==> src/rtl/tone_pkg.sv <==
// Shared constants and state encoding for the tone meter.
package tone_pkg;

    localparam int unsigned TONE_W       = 15;
    localparam int unsigned CNT_W        = 16;
    localparam int unsigned SILENT_TICKS = 32768;

    typedef enum logic [1:0] {
        IDLE,
        WAIT_EDGE,
        MEASURE
    } state_t;

endpackage

==> src/rtl/tone_meter_tick_gen.sv <==
// Tick divider: 1-clk pulse every TICK_DIV clocks while enabled, cleared when disabled.
module tick_gen #(
    parameter int unsigned TICK_DIV = 12
) (
    input  logic clk,
    input  logic rst_n,
    input  logic enable,
    output logic tick
);

    localparam int unsigned CW = (TICK_DIV > 1) ? $clog2(TICK_DIV) : 1;

    logic [CW-1:0] cnt;

    always_ff @(posedge clk or negedge rst_n) begin
        if (!rst_n) begin
            cnt  <= '0;
            tick <= 1'b0;
        end else if (!enable) begin
            cnt  <= '0;
            tick <= 1'b0;
        end else if (cnt == CW'(TICK_DIV - 1)) begin
            cnt  <= '0;
            tick <= 1'b1;
        end else begin
            cnt  <= cnt + CW'(1);
            tick <= 1'b0;
        end
    end

endmodule

==> src/rtl/tone_meter.sv <==
// Measures the half-period of an external square wave in ticks and reports it as code N-1,
// with lock tracking across consecutive matching measurements and silence detection.
module tone_meter
    import tone_pkg::*;
#(
    parameter int unsigned TICK_DIV = 12,
    parameter int unsigned MIN_HALF = 4,
    parameter int unsigned TOL      = 2,
    parameter int unsigned STABLE_N = 4
) (
    input  logic              clk,
    input  logic              rst_n,
    input  logic              enable,
    input  logic              sig_in,
    output logic [TONE_W-1:0] tone_code,
    output logic              tone_valid,
    output logic              locked,
    output logic              silent
);

    localparam int unsigned MW = $clog2(STABLE_N + 1);

    logic              tick;
    logic              sync1, sync2, sync3;
    logic              edge_c;
    state_t            state, state_d;
    logic [CNT_W-1:0]  half_cnt, half_cnt_d;
    logic [CNT_W-1:0]  n_prev, n_prev_d;
    logic [MW-1:0]     match, match_d;
    logic [TONE_W-1:0] tone_code_d;
    logic              tone_valid_d, locked_d, silent_d;
    logic [CNT_W-1:0]  n_c, diff_c;

    tick_gen #(.TICK_DIV(TICK_DIV)) u_tick (
        .clk    (clk),
        .rst_n  (rst_n),
        .enable (enable),
        .tick   (tick)
    );

    // Two-flop synchroniser plus a history flop for any-edge detection
    always_ff @(posedge clk or negedge rst_n) begin
        if (!rst_n) begin
            sync1 <= 1'b0;
            sync2 <= 1'b0;
            sync3 <= 1'b0;
        end else begin
            sync1 <= sig_in;
            sync2 <= sync1;
            sync3 <= sync2;
        end
    end

    assign edge_c = sync2 ^ sync3;

    // Tick-inclusive count; saturates so an edge at the silence boundary reports 32768
    assign n_c    = (tick && (half_cnt < CNT_W'(SILENT_TICKS))) ? half_cnt + CNT_W'(1) : half_cnt;
    assign diff_c = (n_c >= n_prev) ? n_c - n_prev : n_prev - n_c;

    always_ff @(posedge clk or negedge rst_n) begin
        if (!rst_n) begin
            state      <= IDLE;
            half_cnt   <= '0;
            n_prev     <= '0;
            match      <= '0;
            tone_code  <= '0;
            tone_valid <= 1'b0;
            locked     <= 1'b0;
            silent     <= 1'b0;
        end else begin
            state      <= state_d;
            half_cnt   <= half_cnt_d;
            n_prev     <= n_prev_d;
            match      <= match_d;
            tone_code  <= tone_code_d;
            tone_valid <= tone_valid_d;
            locked     <= locked_d;
            silent     <= silent_d;
        end
    end

    always_comb begin
        state_d      = state;
        half_cnt_d   = half_cnt;
        n_prev_d     = n_prev;
        match_d      = match;
        tone_code_d  = tone_code;
        tone_valid_d = 1'b0;
        locked_d     = locked;
        silent_d     = silent;

        if (!enable) begin
            // Any partial measurement is dropped; reported values hold
            state_d    = IDLE;
            half_cnt_d = '0;
            match_d    = '0;
        end else begin
            unique case (state)
                IDLE: begin
                    half_cnt_d = '0;
                    match_d    = '0;
                    state_d    = WAIT_EDGE;
                end
                WAIT_EDGE: begin
                    half_cnt_d = '0;
                    if (edge_c) begin
                        state_d  = MEASURE;
                        silent_d = 1'b0;
                    end
                end
                MEASURE: begin
                    if (edge_c) begin
                        half_cnt_d = '0;
                        if (n_c < CNT_W'(MIN_HALF)) begin
                            match_d  = '0;
                            locked_d = 1'b0;
                        end else begin
                            tone_code_d  = TONE_W'(n_c - CNT_W'(1));
                            tone_valid_d = 1'b1;
                            if (diff_c <= CNT_W'(TOL)) begin
                                match_d = (match == MW'(STABLE_N)) ? match : match + MW'(1);
                            end else begin
                                match_d = MW'(1);
                            end
                            locked_d = (match_d == MW'(STABLE_N));
                            n_prev_d = n_c;
                        end
                    end else if (half_cnt == CNT_W'(SILENT_TICKS)) begin
                        state_d    = WAIT_EDGE;
                        half_cnt_d = '0;
                        silent_d   = 1'b1;
                        locked_d   = 1'b0;
                    end else begin
                        half_cnt_d = n_c;
                    end
                end
                default: state_d = IDLE;
            endcase
        end
    end

endmodule
==> config.mk <==
export PLATFORM = sky130hd
export DESIGN_NAME = tone_meter
export DESIGN_NICKNAME = d
export VERILOG_FILES = /design/src/rtl/tone_pkg.sv /design/src/rtl/tone_meter_tick_gen.sv /design/src/rtl/tone_meter.sv
export SDC_FILE = /design/constraint.sdc
export NUM_CORES = 1
export LEC_CHECK = 0
export ABC_CLOCK_PERIOD_IN_PS = 5600
export CORE_MARGIN = 5
export CORE_UTILIZATION = 55
export CTS_BUF_LIST = sky130_fd_sc_hd__clkbuf_4 sky130_fd_sc_hd__clkbuf_8
export CTS_CLUSTER_SIZE = 25
export DETAILED_ROUTE_END_ITERATION = 16
export MAX_ROUTING_LAYER = met4
export PLACE_DENSITY = 0.74
export SYNTH_ARGS = -nofsm -noshare
export SYNTH_HDL_FRONTEND = slang
export SYNTH_SLANG_ARGS = --single-unit
==> constraint.sdc <==
create_clock -name clk -period 5.6 [get_ports clk]
set_input_delay 1.12 -clock clk [delete_from_list [all_inputs] [get_ports clk]]
set_output_delay 1.12 -clock clk [all_outputs]
set_load 0.01 [all_outputs]
==> run metrics, run 1 <==
status=finished, final reports clean; Worst path depth=16; share of cells above drive strength 1=0.07166; 1st-pass router iterations=4; Layout Cells excl Fill=a little over 700; Synth Cell Area=about 5000 um^2; Yosys top cell by area=dfrtp_1; DRC viols=0; kind of critical path=register to register; Hold Path Class=register to register; switching portion of total power=0.2291; Comb pwr share=0.030; H-tree depth=3; met2 wire length=around 5.5 mm; ys async rst share=1.000; period utilization=0.9086; Root Driver=clkbuf_8; Clock Tree Buf Depth=2; initial antenna violation count=0; Crit. End Element=register; CP endpoint=match[1]; Ports=22; Pins Over Slew Limit=0; FMAX=between 150 and 200 MHz; hold_buf cts=0; CTS Buf Count=9; # rows=34; clock share of power=0.452; largest net degree at the start of global routing=64; Post-synth top flop=dfrtp_1; # Post-CTS Setup Buffers=0; post-synthesis cell type count=70; Total Routing Usage GR=0.2249; Cell Chain, Critical Path=nand2b_1, nor2_1, nand3_1, xor2_1, inv_1, ha_1, a21oi_2, o211ai_1, a21boi_2, o21bai_1, or4_4, or4_4, nor4b_4, o32ai_2, o41ai_2, a32o_1; reg2reg path depth=16; Switch Pwr=between 0.0002 and 0.00025 W; die height=about 100 um; drt total wl=between 10 and 15 mm; fill count=about 760; Core Area=around 8700 um^2; setup TNS=0 ns; Vias=around 4,300; global-route wire length before repair=20.23 mm; number of antenna diodes=0; most frequent cells in the layout=63 x dfrtp_1, 56 x nand2_1, 56 x o21ai_0; top routing layer in use=met4; CP max FO=14; Antenna Violating Nets Remaining=0; Reg power frac=0.517; Crit path max-delay family=simple AND/OR/NAND/NOR gates; worst reg-to-reg setup slack=0.51 ns; global route overflow=0; EDFF count, synth=0; Initial DRC Count=223; routed length per instance=roughly 16 um; Final Worst Setup Slack=0.5120 ns; Layout area overhead=9.315%; PD cells=approximately 170 nW/um^2; most frequent CP cell=or4_4; Final #Nets=652; DP Cell Count=between 700 and 800; Hold Fails Final Rpt=0; Bufs and invs on worst path=1; post-layout util=0.6179; placed wire-length estimate=8.805 mm; syn avg cell area=8.313 um^2; worst endpoint data arrival time=between 5 and 6 ns; post-route met1 wirelength=~5.5 mm; Synthesized Nets=roughly 640; DIE AREA=10,960 um^2; Worst slew margin=0.2991; clock sink total=63; number of port buffers=21; RSZ-0062 raised after global routing=false; max-cap viol count=0; startpoint types=register; Seq cells post-synth=between 60 and 70; commonest non-fill, non-tap cell in the layout=dfrtp_1; Skew-Pair Late Insertion Delay=about 0.34 ns; Worst Tran Pin Value=1.038 ns; Initial Util=0.5653; fin crit period=around 5.1 ns; largest cells by area after synthesis=dfrtp_1 32%, ha_1 9.4%, o21ai_0 5.7%, a21oi_1 4.8%, nand2_1 4.3%; fin area=around 5400 um^2; pre-CTS WS=~0.6 ns; register area share after synthesis=0.3198; Crit path largest cell delay=0.56 ns; met3 WL=~470 um; Post-CTS Resized=0; setup violators final=0; reg2reg start=half_cnt[15]; CTS tree=built; vias in the first global route=~4,200; Critical Path Source=half_cnt[15]; Cells after Synth=just under 600; Worst Path Required=around 5.9 ns; clk_skew=between 0.009 and 0.01 ns; Peak VDD IR=151.4 uV; DP Area=around 5200 um^2; RR Endpoint=match[1]; Vias/cell=approximately 6.0; Reg area=1577 um^2; Final Wtd Congestion=between 0.9 and 1; crit path max-delay cell type=or4_4; share of the synthesized area in the top cell type=0.3198; clk slew on worst S/H paths=~0.08 ns; Internal=~0.00069 W; Leak=between 2 and 3 nW; Die Span X=between 100 and 150 um; multi-input logic area=3007 um^2; Ys Warns=0
[cells in the mapped netlist, drive strengths merged, types with 9 or more instances]
cell type,number
a21oi,51
buf,13
clkbuf,13
dfrtp,63
ha,37
inv,50
nand2,56
nand3,17
nand4,9
nor2,51
nor3,10
nor4,12
o21ai,57
xnor2,24
xor2,16
[routing by layer]
metal	up-vias	global-route usage
met5	-	-
met2	111	0.3385
met4	0	0.08584
li1	2125	-
met3	30	0.04069
met1	2075	0.3030
[state kept, by name, indices dropped and copies added, names as in the netlist]
name and cells:
silent 1, half_cnt 16, n_prev 16, tone_code 15
sync1 1, locked 1, u_tick.cnt 4, u_tick.tick 1
tone_valid 1, match 3, state 2, sync3 1
sync2 1
[power by group through the flow]
stage                     Clock [W]  Combinational (W)  Sequential [W]
after floorplan                   0          0.0000138        0.000471
after global placement            0          0.0000274        0.000472
after detailed placement          0          0.0000279        0.000472
after CTS                  0.000416          0.0000281        0.000463
after global routing       0.000439          0.0000325        0.000464
final                      0.000405          0.0000273        0.000463
[area by class of cell]
type,count,share of cell area
clock buffers,11,0.02693
clock inverters,5,0.01068
inverters,50,0.03483
multi-input cells,454,0.5579
flip-flops and latches,63,0.2925
well taps,108,0.02508
repair buffers,31,0.05201
[kinds of logic (layout without fill, tap and decap cells)]
| group | after synthesis | in the layout | synth area share |
|---|---|---|---|
| AND/OR/NAND/NOR | 204 | 204 | 0.2114 |
| adder cells (fa/ha/maj) | 39 | 39 | 0.1020 |
| buffers and inverters | 76 | 97 | 0.07259 |
| multiplexers | 3 | 3 | 0.006092 |
| XOR/XNOR | 40 | 40 | 0.07106 |
| flip-flops | 63 | 63 | 0.3198 |
| AO/OA/AOI/OAI | 168 | 168 | 0.2170 |
[worst register-to-register path, delay by kind of cell (launching register included)]
family,cells,cell delay (ns)
AND/OR/NAND/NOR,6,2.10
AO/OA/AOI/OAI,7,1.54
adder cells (fa/ha/maj),1,0.48
flip-flops,1,0.42
XOR/XNOR,1,0.37
buffers and inverters,1,0.13
[worst min path at each step]
stage	start	end	slack, ns	depth (start not counted)
6_report	sync1	sync2	0.35	0
5_1_grt	sync1	sync2	0.36	0
4_1_cts	sync1	sync2	0.35	0
3_5_place_dp	sync1	sync2	0.34	0
3_3_place_gp	sync1	sync2	0.34	0
2_1_floorplan	sync1	sync2	0.33	0
[per-stage QoR]
step | hold WS (ns) | power, W
CTS | 0.3545 | 0.0009070
global route | 0.3579 | 0.0009358
global placement | 0.3351 | 0.0004992
detailed placement | 0.3373 | 0.0005000
finish | 0.3515 | 0.0008957
floorplan | 0.3312 | 0.0004852
Power figures use the tool's default switching activity.
==> run 2: changes to the inputs <==
--- a/config.mk
+++ b/config.mk
@@ -11,8 +11,10 @@
 export CTS_BUF_LIST = sky130_fd_sc_hd__clkbuf_4 sky130_fd_sc_hd__clkbuf_8
 export CTS_CLUSTER_SIZE = 25
 export DETAILED_ROUTE_END_ITERATION = 16
+export GPL_ROUTABILITY_DRIVEN = 0
 export MAX_ROUTING_LAYER = met4
 export PLACE_DENSITY = 0.74
+export RECOVER_POWER = 100
 export SYNTH_ARGS = -nofsm -noshare
 export SYNTH_HDL_FRONTEND = slang
 export SYNTH_SLANG_ARGS = --single-unit
==> run 2 against run 1 <==
The flow now finishes with violations (capacitance limit, slew limit). Cell count is 0.28% lower. Sequential cell count did not move. Sequential share of layout area hardly changed. Register-to-register slack better by 0.03 ns. Fmax up 0.64%. Global-route usage up 0.32 points. Sequential power barely moved. Clock power increased by 15%.
==> run metrics, run 2 (same netlist as run 1, synthesis figures left out) <==
reg2reg start=half_cnt[1] (was half_cnt[15]); Pins Over Slew Limit=133 (was 0); CTS Buf Count=9 (unchanged); global route overflow=0 (unchanged); fin crit period=5.056 ns (was 5.088 ns); CTS tree=built (unchanged); Final #Nets=650 (was 652); # Post-CTS Setup Buffers=0 (unchanged); max-cap viol count=2 (was 0); number of port buffers=21 (unchanged); Antenna Violating Nets Remaining=0 (unchanged); Vias/cell=6.115 (was 6.012); share of cells above drive strength 1=0.06536 (was 0.07166); Worst Tran Pin Value=3.336 ns (was 1.038 ns); clk_skew=0.01169 ns (was 0.009324 ns); worst endpoint data arrival time=5.35 ns (was 5.37 ns); Die Span X=104.7 um (unchanged); Clock Tree Buf Depth=2 (unchanged); 1st-pass router iterations=5 (was 4); post-layout util=0.6182 (was 0.6179); setup TNS=0 ns (unchanged); CP max FO=8 (was 14); Crit. End Element=register (unchanged); Initial Util=0.5653 (unchanged); H-tree depth=3 (unchanged); Vias=4,403 (was 4,341); Total Routing Usage GR=0.2282 (was 0.2249); Post-CTS Resized=0 (unchanged); DRC viols=0 (unchanged); commonest non-fill, non-tap cell in the layout=dfrtp_1 (unchanged); initial antenna violation count=0 (unchanged); status=finished with violations (was finished, final reports clean); Layout area overhead=9.365% (was 9.315%); placed wire-length estimate=8.883 mm (was 8.805 mm); fill count=768 (was 756); period utilization=0.9028 (was 0.9086); Leak=2.623 nW (was 2.567 nW); most frequent cells in the layout=63 x dfrtp_1, 56 x nand2_1, 56 x o21ai_0 (unchanged); startpoint types=register (unchanged); routed length per instance=16.58 um (was 16.25 um); Critical Path Source=half_cnt[1] (was half_cnt[15]); number of antenna diodes=0 (unchanged); die height=104.7 um (unchanged); failing checks=capacitance limit, slew limit; clock sink total=63 (unchanged); Hold Fails Final Rpt=0 (unchanged); kind of critical path=register to register (unchanged); PD cells=177.3 nW/um^2 (was 166.2 nW/um^2); largest net degree at the start of global routing=69 (was 64); Crit path largest cell delay=0.62 ns (was 0.56 ns); global-route wire length before repair=20.29 mm (was 20.23 mm); biggest regs=half_cnt: 16 flops, n_prev: 16 flops, tone_code: 15 flops (unchanged); Ports=22 (unchanged); Hold Startpoint=sync1 (unchanged); Root Driver=clkbuf_8 (unchanged); Worst Path Required=5.89 ns (was 5.88 ns); hold_buf cts=0 (unchanged); Initial DRC Count=279 (was 223); vias in the first global route=4,269 (was 4,242); drt total wl=11.93 mm (was 11.74 mm); crit path max-delay cell type=or4_2 (was or4_4); DIE AREA=10,960 um^2 (unchanged); # rows=34 (unchanged); Skew-Pair Late Insertion Delay=0.35 ns (was 0.34 ns); FMAX=197.8 MHz (was 196.5 MHz); Crit path max-delay family=compound AO/OA/AOI/OAI gates (was simple AND/OR/NAND/NOR gates); Bufs and invs on worst path=1 (unchanged); Peak VDD IR=176.8 uV (was 151.4 uV); Cell Chain, Critical Path=ha_1, nand4b_1, nor2_1, nand2_1, xor2_1, inv_1, ha_1, nand2_1, o21a_1, o211ai_1, a21oi_1, o21ai_0, or4_2, nor4_2, o32ai_2, o41ai_2, a32o_1 (was nand2b_1, nor2_1, nand3_1, xor2_1, inv_1, ha_1, a21oi_2, o211ai_1, a21boi_2, o21bai_1, or4_4, or4_4, nor4b_4, o32ai_2, o41ai_2, a32o_1); clk slew on worst S/H paths=0.08 ns (about the same); RSZ-0062 raised after global routing=false (unchanged); Hold Path Class=register to register (unchanged); Core Area=8721 um^2 (unchanged); setup violators final=0 (unchanged); Worst slew margin=-1.224 (was 0.2991)
==> run 2: per-stage QoR <==
| step | hold WS (ns) | setup WS, ns | cells | total power (W) | cell area [um^2] |
|---|---|---|---|---|---|
| final | 0.3648 | 0.5441 | 720 | 0.0009560 | 5391 |
| after global routing | 0.3687 | 0.1206 | 720 | 0.0009935 | 5391 |
| after floorplan | 0.3312 | 0.8987 | 593 | 0.0004852 | 4930 |
| after CTS | 0.3656 | 0.6284 | 720 | 0.0009653 | 5399 |
| after global placement | 0.3333 | 0.8327 | 704 | 0.0004993 | 5171 |
| after detailed placement | 0.3458 | 0.6516 | 704 | 0.0005008 | 5171 |
==> run 2: final timing paths <==
path	slack (ns)	endpoint	cells past startpoint
max in group asynchronous	1.74	half_cnt[9]	2
max	0.54	match[1]	17
max reg2reg	0.54	match[1]	17
min	0.36	sync2	0
min reg2reg	0.36	sync2	0
min in group asynchronous	1.98	tone_code[2]	2
==> run 2: layout make-up <==
class                      instances  area, um^2  share of cell area
tap                              108       135.1             0.02506
inverter                          50       187.7             0.03481
clock inverter                     7       103.9             0.01926
sequential                        63        1577              0.2924
timing repair buffer              29       257.7             0.04781
multi-input combinational        454        3007              0.5577
clock buffer                       9       123.9             0.02298
==> run 2: power breakdown <==
group	total (W)	switching [W]	internal, W
sequential	0.000463	0.00000470	0.000459
clock	0.000465	0.000209	0.000257
combinational	0.0000271	0.0000189	0.00000816
==> run 2: routing by layer <==
metal / global-route usage / wire length (um) / vias up
li1: - / - / 2120
met1: 0.3004 / 5276 / 2096
met2: 0.3661 / 5704 / 152
met3: 0.03021 / 666 / 35
met4: 0.07397 / 287 / 0
met5: - / 0 / -
==> run 2: worst reg2reg max path, delay by kind of cell, from the launching register on <==
family	cells	cell delay [ns]
compound gates	7	1.68
xor+xnor	1	0.49
fa+ha+maj	2	0.68
buf+inv	1	0.23
flops	1	0.42
simple gates	6	1.51
==> run 3: changes to the inputs <==
--- a/config.mk
+++ b/config.mk
@@ -6,6 +6,7 @@
 export NUM_CORES = 1
 export LEC_CHECK = 0
 export ABC_CLOCK_PERIOD_IN_PS = 5600
+export CORE_ASPECT_RATIO = 1.2
 export CORE_MARGIN = 5
 export CORE_UTILIZATION = 55
 export CTS_BUF_LIST = sky130_fd_sc_hd__clkbuf_4 sky130_fd_sc_hd__clkbuf_8
==> run 3 against run 2 <==
The run still ends with capacitance limit, slew limit left. Worst setup slack worse by 0.038 ns. Sequential power barely moved. Register-to-register slack got worse by 0.04 ns. Critical endpoint unchanged. Largest cell class unchanged. Highest routed layer unchanged.
==> run metrics, run 3 (same netlist as run 1, synthesis figures left out) <==
Clock Tree Buf Depth=2 (unchanged); share of cells above drive strength 1=0.06678 (was 0.06536); drt total wl=11.72 mm (was 11.93 mm); CP max FO=14 (was 8); switching portion of total power=0.2067 (was 0.2428); period utilization=0.9097 (was 0.9028); Reg power frac=0.490 (was 0.485); # Post-CTS Setup Buffers=0 (unchanged); hold_buf cts=0 (unchanged); setup violators final=0 (unchanged); largest net degree at the start of global routing=69 (unchanged); commonest non-fill, non-tap cell in the layout=dfrtp_1 (unchanged); number of antenna diodes=0 (unchanged); Power Total=0.0009473 W (was 0.0009560 W); Internal=0.0007515 W (was 0.0007239 W); Final #Nets=652 (was 650); Antenna Violating Nets Remaining=0 (unchanged); Die Span X=96.43 um (was 104.7 um); 1st-pass router iterations=5 (unchanged); placed wire-length estimate=8.900 mm (was 8.883 mm); vias in the first global route=4,276 (was 4,269); Total Routing Usage GR=0.2363 (was 0.2282); Layout Cells excl Fill=731 (was 720); Switch Pwr=0.0001958 W (was 0.0002321 W); Worst Path Required=5.89 ns (about the same); Crit. End Element=register (unchanged); kind of critical path=register to register (unchanged); DIE AREA=10,960 um^2 (about the same); Post-CTS Resized=0 (unchanged); setup TNS=0 ns (unchanged); max-cap viol count=2 (unchanged); status=finished with violations (unchanged); startpoint types=register (unchanged); clk_skew=0.01026 ns (was 0.01169 ns); FMAX=196.3 MHz (was 197.8 MHz); DP Cell Count=715 (was 704); Pins Over Slew Limit=133 (unchanged); global-route wire length before repair=19.97 mm (was 20.29 mm); post-layout util=0.6254 (was 0.6182); most frequent CP cell=or4_4; Worst slew margin=-1.200 (was -1.224); Hold Path Class=register to register (unchanged); Worst Tran Pin Value=3.300 ns (was 3.336 ns); Bufs and invs on worst path=1 (unchanged); initial antenna violation count=0 (unchanged); Crit path largest cell delay=0.56 ns (was 0.62 ns); die height=113.7 um (was 104.7 um); CTS Buf Count=9 (unchanged); H-tree depth=3 (unchanged); RSZ-0062 raised after global routing=false (unchanged); Vias/cell=5.938 (was 6.115); # rows=37 (was 34); Hold Fails Final Rpt=0 (unchanged); Initial DRC Count=262 (was 279); number of port buffers=21 (unchanged); Ports=22 (unchanged); Initial Util=0.5694 (was 0.5653); clock share of power=0.483 (was 0.487); worst endpoint data arrival time=5.39 ns (was 5.35 ns); CTS tree=built (unchanged); Core Area=8657 um^2 (was 8721 um^2); DRC viols=0 (unchanged); Layout area overhead=9.822% (was 9.365%); clock sink total=63 (unchanged); DP Area=5197 um^2 (was 5171 um^2); Vias=4,341 (was 4,403); Leak=2.634 nW (was 2.623 nW); routed length per instance=16.03 um (was 16.58 um); Crit path max-delay family=simple AND/OR/NAND/NOR gates (was compound AO/OA/AOI/OAI gates); failing checks=capacitance limit, slew limit (unchanged); most frequent cells in the layout=63 x dfrtp_1, 56 x nand2_1, 56 x o21ai_0 (unchanged); clk slew on worst S/H paths=0.07 ns (was 0.08 ns); fin crit period=5.094 ns (was 5.056 ns); Root Driver=clkbuf_8 (unchanged); PD cells=175.0 nW/um^2 (was 177.3 nW/um^2); Cell Chain, Critical Path=nand2b_1, nor2_1, nand3_1, xor2_1, inv_1, ha_1, a21oi_2, o211ai_1, a21boi_2, o21bai_1, or4_4, or4_4, nor4b_4, o32ai_2, o41ai_1, a32o_1 (was ha_1, nand4b_1, nor2_1, nand2_1, xor2_1, inv_1, ha_1, nand2_1, o21a_1, o211ai_1, a21oi_1, o21ai_0, or4_2, nor4_2, o32ai_2, o41ai_2, a32o_1); Comb pwr share=0.027 (was 0.028); biggest regs=half_cnt: 16 flops, n_prev: 16 flops, tone_code: 15 flops (unchanged); Peak VDD IR=181.7 uV (was 176.8 uV); crit path max-delay cell type=or4_4 (was or4_2); global route overflow=0 (unchanged); Skew-Pair Late Insertion Delay=0.35 ns (about the same); fin area=5414 um^2 (was 5391 um^2)
## run 3: cell count changes in the layout (fill, tap and decap cells not counted)
cell      previous run  this run
inv_6                3         0
and2_1               4         5
o41ai_1              3         4
clkbuf_4             0         2
clkinv_2             0         1
clkbuf_8             9        11
clkinv_4             2         0
buf_4                6         8
and2_0               2         1
o41ai_2              1         0
## run 3: layer usage
layer  share of wire  GRT usage  vias to the layer above
li1                -          -                     2125
met1            0.43     0.2891                     2085
met2            0.50     0.3832                      101
met3           0.032    0.03826                       30
met4           0.034     0.1010                        0
met5               0          -                        -
## run 3: area by class of cell
class,instances,area [um^2]
clock inverter,3,65.06
sequential,63,1577
multi-input combinational,454,2999
clock buffer,13,166.4
timing repair buffer,31,272.8
tap,117,146.4
fill,790,3243
inverter,50,187.7
## run 3: stage by stage
stage / hold slack, ns / worst slack [ns]
after floorplan: 0.3312 / 0.8987
after global placement: 0.3436 / 0.8114
after detailed placement: 0.3386 / 0.5898
after CTS: 0.3634 / 0.5957
after global routing: 0.3839 / 0.1572
final: 0.3632 / 0.5058
## run 3: final timing paths
kind / startpoint / endpoint / slack [ns] / cells after the start
setup / recovery: half_cnt[15] / match[1] / 0.51 / 16
hold / removal: sync1 / sync2 / 0.36 / 0
setup reg to reg: half_cnt[15] / match[1] / 0.51 / 16
hold reg to reg: sync1 / sync2 / 0.36 / 0
max in group asynchronous: rst_n / half_cnt[9] / 1.77 / 2
min in group asynchronous: rst_n / tone_code[6] / 1.98 / 2
## run 3: power groups by stage
stage	combinational, W	sequential [W]	clock, W
after floorplan	0.0000138	0.000471	0
after global placement	0.0000272	0.000472	0
after detailed placement	0.0000277	0.000472	0
after CTS	0.0000278	0.000464	0.000467
after global routing	0.0000309	0.000464	0.000491
final	0.0000258	0.000464	0.000458
